## src/rtl/pc_unit.sv

```systemverilog
// Fetch program counter with stall hold, prioritised trap/branch redirect,
// misaligned-branch rejection and a sequential-advance counter. Optional build macro: PC_COMPRESSED_EN.
module pc_unit #(
   parameter int unsigned            XLEN         = 32,
   parameter logic [XLEN-1:0]        RESET_VECTOR = '0,
   parameter int unsigned            STEP         = 4,
   parameter int unsigned            CNT_W        = 32
) (
   input  logic             clk,
   input  logic             reset_n,
   input  logic             stall,
   input  logic             branch_valid,
   input  logic [XLEN-1:0]  branch_target,
   input  logic             trap_valid,
   input  logic [XLEN-1:0]  trap_vector,
   input  logic             is_compressed,
   output logic [XLEN-1:0]  next_pc,
   output logic [XLEN-1:0]  pc,
   output logic             redirected,
   output logic             misalign_err,
   output logic [XLEN-1:0]  misalign_addr,
   output logic [CNT_W-1:0] adv_count
);

   localparam logic [XLEN-1:0] STEP_X = XLEN'(STEP);

   logic [XLEN-1:0]  pc_q, pc_d;
   logic             redir_q, redir_d;
   logic             err_q, err_d;
   logic [XLEN-1:0]  maddr_q, maddr_d;
   logic [CNT_W-1:0] cnt_q, cnt_d;

   logic [XLEN-1:0]  trap_tgt;
   logic [XLEN-1:0]  seq_step;
   logic             tgt_aligned;
   logic             unused_ok;

   // Trap handlers are always word aligned, even with compressed fetch.
   assign trap_tgt = {trap_vector[XLEN-1:2], 2'b00};

`ifdef PC_COMPRESSED_EN
   assign seq_step    = is_compressed ? XLEN'(2) : STEP_X;
   assign tgt_aligned = ~branch_target[0];
   assign unused_ok   = ^trap_vector[1:0];
`else
   assign seq_step    = STEP_X;
   assign tgt_aligned = (branch_target[1:0] == 2'b00);
   assign unused_ok   = ^{is_compressed, trap_vector[1:0]};
`endif

   always_comb begin
      pc_d    = pc_q;
      redir_d = 1'b0;
      err_d   = 1'b0;
      maddr_d = maddr_q;
      cnt_d   = cnt_q;
      if (!reset_n) begin
         pc_d    = RESET_VECTOR;
         maddr_d = '0;
         cnt_d   = '0;
      end else if (trap_valid) begin
         pc_d    = trap_tgt;
         redir_d = 1'b1;
      end else if (branch_valid) begin
         if (tgt_aligned) begin
            pc_d    = branch_target;
            redir_d = 1'b1;
         end else begin
            err_d   = 1'b1;
            maddr_d = branch_target;
         end
      end else if (!stall) begin
         pc_d  = pc_q + seq_step;
         cnt_d = cnt_q + 1'b1;
      end
   end

   always_ff @(posedge clk) begin
      if (!reset_n) begin
         pc_q    <= RESET_VECTOR;
         redir_q <= 1'b0;
         err_q   <= 1'b0;
         maddr_q <= '0;
         cnt_q   <= '0;
      end else begin
         pc_q    <= pc_d;
         redir_q <= redir_d;
         err_q   <= err_d;
         maddr_q <= maddr_d;
         cnt_q   <= cnt_d;
      end
   end

   assign next_pc       = pc_d;
   assign pc            = pc_q;
   assign redirected    = redir_q;
   assign misalign_err  = err_q;
   assign misalign_addr = maddr_q;
   assign adv_count     = cnt_q;

endmodule
```

## config.mk

```make
export PLATFORM = sky130hd
export DESIGN_NAME = pc_unit
export DESIGN_NICKNAME = d
export VERILOG_FILES = /design/src/rtl/pc_unit.sv
export SDC_FILE = /design/constraint.sdc
export NUM_CORES = 1
export LEC_CHECK = 0
export ABC_CLOCK_PERIOD_IN_PS = 6100
export CORE_ASPECT_RATIO = 1.25
export CORE_MARGIN = 2
export CORE_UTILIZATION = 40
export DETAILED_ROUTE_END_ITERATION = 8
export PLACE_DENSITY = 0.79
export SLEW_MARGIN = 25
export SYNTH_ARGS = -nofsm -noshare
export SYNTH_HDL_FRONTEND = slang
export SYNTH_SLANG_ARGS = --single-unit
```

## constraint.sdc

```tcl
create_clock -name clk -period 6.1 [get_ports clk]
set_clock_uncertainty 0.05 [all_clocks]
set_input_delay 1.22 -clock clk [delete_from_list [all_inputs] [get_ports clk]]
set_output_delay 1.22 -clock clk [all_outputs]
set_load 0.005 [all_outputs]
```

==> reports/metrics.yaml, run 1 <==
power_and_ir_drop:
  power.density_mw_per_mm2: 204
  peakVddDrop_uv: 149
  power.total_uw: 1530
  p_leak_uw: 0.00251
clocking:
  cts_hold_buf: 0
  cts.clk_slew.worst_paths_ps: 70
  cts.root.buffer_cell: "clkbuf_16"
  cts_tree: "yes"
  clockBufferDepth: 2
  htree_levels: 3
  cts_setup_buffers: 0
  numCtsBuffers: 9
  clock-sinks: 98
  worstSkewPairLatency_ps: 340
  cts-resized-gates: 0
sta:
  hold_violations: 0
  slew_headroom_pct: 42.4
  setup_viol: 0
  rsz0062_at_grt: "no"
  final.min_clock_period_ps: 5420
  maxSlewViolCount: 0
  tightestPinTransition_ps: 862
  period_share_pct: 88.9
  setup_ws_ps: 677
  max_freq_ghz: 0.184
  fin_tns_setup_ps: 0
routing:
  drt_wl_total_um: 16700
  drtPass1Iterations: 5
  drtIter0Drc: 265
  antenna_left: 0
  wl_per_cell_um: 16.6
  routed-via-count: 5478
  remaining_drc_errors: 0
  vias_per_cell: 5.43
flow_run:
  cap_viol_max_count: 0
critical_path:
  required_ps: 4830
  arrival_ps: 4150
  slowest_delay_ps: 770
  cp_max_fo: 19
  crit_path_top_delay_cell: "clkdlybuf4s50_1"
  worstSetupEndpointType: "primary output"
  worstSetupPathType: "input port to primary output"
  cp_cell_sequence: "clkdlybuf4s50_1 > inv_1 > nand2_1 > o22ai_1 > a211oi_1 > clkdlybuf4s50_1"
  crit_path_frequent_cell: "clkdlybuf4s50_1"
  critPathLaunchType: "input port"
die:
  ioPinCount: 200
  dieWidth_um: 105
  initial_core_util_pct: 40.4
  dieHeight_um: 130
  die_area_mm2: 0.0136
  rows: 46
  core_region_area_mm2: 0.0125
global_routing:
  grt_pass1_wl_um: 26300
  gr-total-overflow: 0
  track_usage_pct: 24.1
  grt_max_degree: 62
  first_global_vias: 5166
  antenna_found_initial: 0
cells_and_area:
  instances_no_fill: 1009
  fin_util_pct: 59.6
  fin_nets: 908
  synthToLayoutAreaGrowth_pct: 47.5
  drive_gt1_share_pct: 5.11
  diodes: 0
synthesis:
  synth_area_mm2: 0.00507
  synthFlopType: "dfxtp_1"
  syn_inst: 661
  seq_area_frac_synth_pct: 38.7
  syn-mean-instance-area_um2: 7.67
  async_flop_share_pct: 0
  syn_nets: 733
  synth-seq-cells: 98
  synth_edf_count: 0
  synth_cell_types: 51
  ys.warnings.count: 0
placed_design:
  portBuffers: 196
  post-place-ws_ps: 721
  hpwl_um: 11900
  routabilityCongestion: 0.841
  dp_cells: 993
min_path:
  hp-class: "flop to flop"
run_status:
  status: "finished clean"
## metrics by stage
step           hold WS [ps]  area [µm²]
2_1_floorplan           403        5070
3_3_place_gp            392        7180
3_5_place_dp            396        7180
6_report                403        7480
5_1_grt                 421        7480
4_1_cts                 406        7470
## worst paths after layout
check,cells after the start,from,end,slack [ps]
min,2,misalign_addr[29],misalign_addr[29],400
max reg2reg,5,adv_count[13],adv_count[31],3650
max,6,trap_valid,next_pc[7],680
min reg2reg,2,misalign_addr[29],misalign_addr[29],400
## final cells by class
| class | instances | area [µm²] |
|---|---|---|
| clock buffers | 10 | 229 |
| repair buffers | 208 | 2050 |
| fillers | 1163 | 5070 |
| inverters | 14 | 53.8 |
| flip-flops and latches | 98 | 1960 |
| multi-input cells | 505 | 2910 |
| well taps | 168 | 210 |
| clock inverters | 6 | 65.1 |
## sequential cells by signal, indices dropped and copies added (netlist names)
name           count
adv_count         32
pc                32
redirected         1
misalign_addr     32
misalign_err       1
## kinds of logic (layout without fill, tap and decap cells)
family | Yosys count | in the layout | share of synthesized area, %
AO/OA/AOI/OAI | 170 | 170 | 19.8
flip-flops | 98 | 98 | 38.7
adder cells (fa/ha/maj) | 2 | 2 | 0.493
XOR/XNOR | 47 | 47 | 8.12
multiplexers | 13 | 13 | 2.71
AND/OR/NAND/NOR | 273 | 273 | 25.8
buffers and inverters | 58 | 238 | 4.34
## cells in the final DEF, fill, tap and decap left out, drive strengths merged, types with 6 or more instances in the layout
cell / instances
clkdlybuf4s50: 196
nand2: 121
dfxtp: 98
a21oi: 83
nor2: 46
o21ai: 34
xnor2: 30
nor3: 20
nand3: 19
xor2: 17
nand4: 14
inv: 14
o22ai: 13
buf: 12
nor4: 11
and3: 10
clkbuf: 10
and4: 9
mux2i: 7
a211oi: 7
or3: 6
mux2: 6
a32o: 6
## synth_stat cells, types with 6 or more instances
library cell	instances	area, µm²
or3_1	6	37.5
a211oi_1	7	52.6
a21oi_1	83	415
clkbuf_1	39	146
dfxtp_1	98	1960
nand2_1	121	454
inv_1	12	45.0
nor4_1	10	62.6
nor2_1	46	173
a32o_1	6	60.1
o22ai_1	13	81.3
xnor2_1	30	263
mux2i_1	7	70.1
o21ai_0	33	165
nand3_1	19	95.1
xor2_1	17	149
nor3_1	19	95.1
mux2_2	6	67.6
and3_1	10	62.6
and4_1	9	78.8
nand4_1	13	81.3
## critical path: cells and delay by family
family / cells / cell delay [ps]
buf+inv: 3 / 1650
compound gates: 2 / 550
simple gates: 1 / 730
## routing by layer
metal	part of all wire, %	track usage, %
met1	42	28.7
met4	3.8	11.0
met5	0	0
met3	6.6	5.54
met2	48	41.5
## report_power, final
part	total, µW	switching, µW	internal, µW
Combinational	262	118	144
Sequential	691	27.3	664
Clock	574	254	320
No activity file was read; power rests on OpenSTA's default activity.
==> inputs of run 2 (changes only) <==
Settings changed: GPL_TIMING_DRIVEN set to 1.
==> results of run 2 <==
The final DEF is identical to that of run 1; final timing and power are the same.
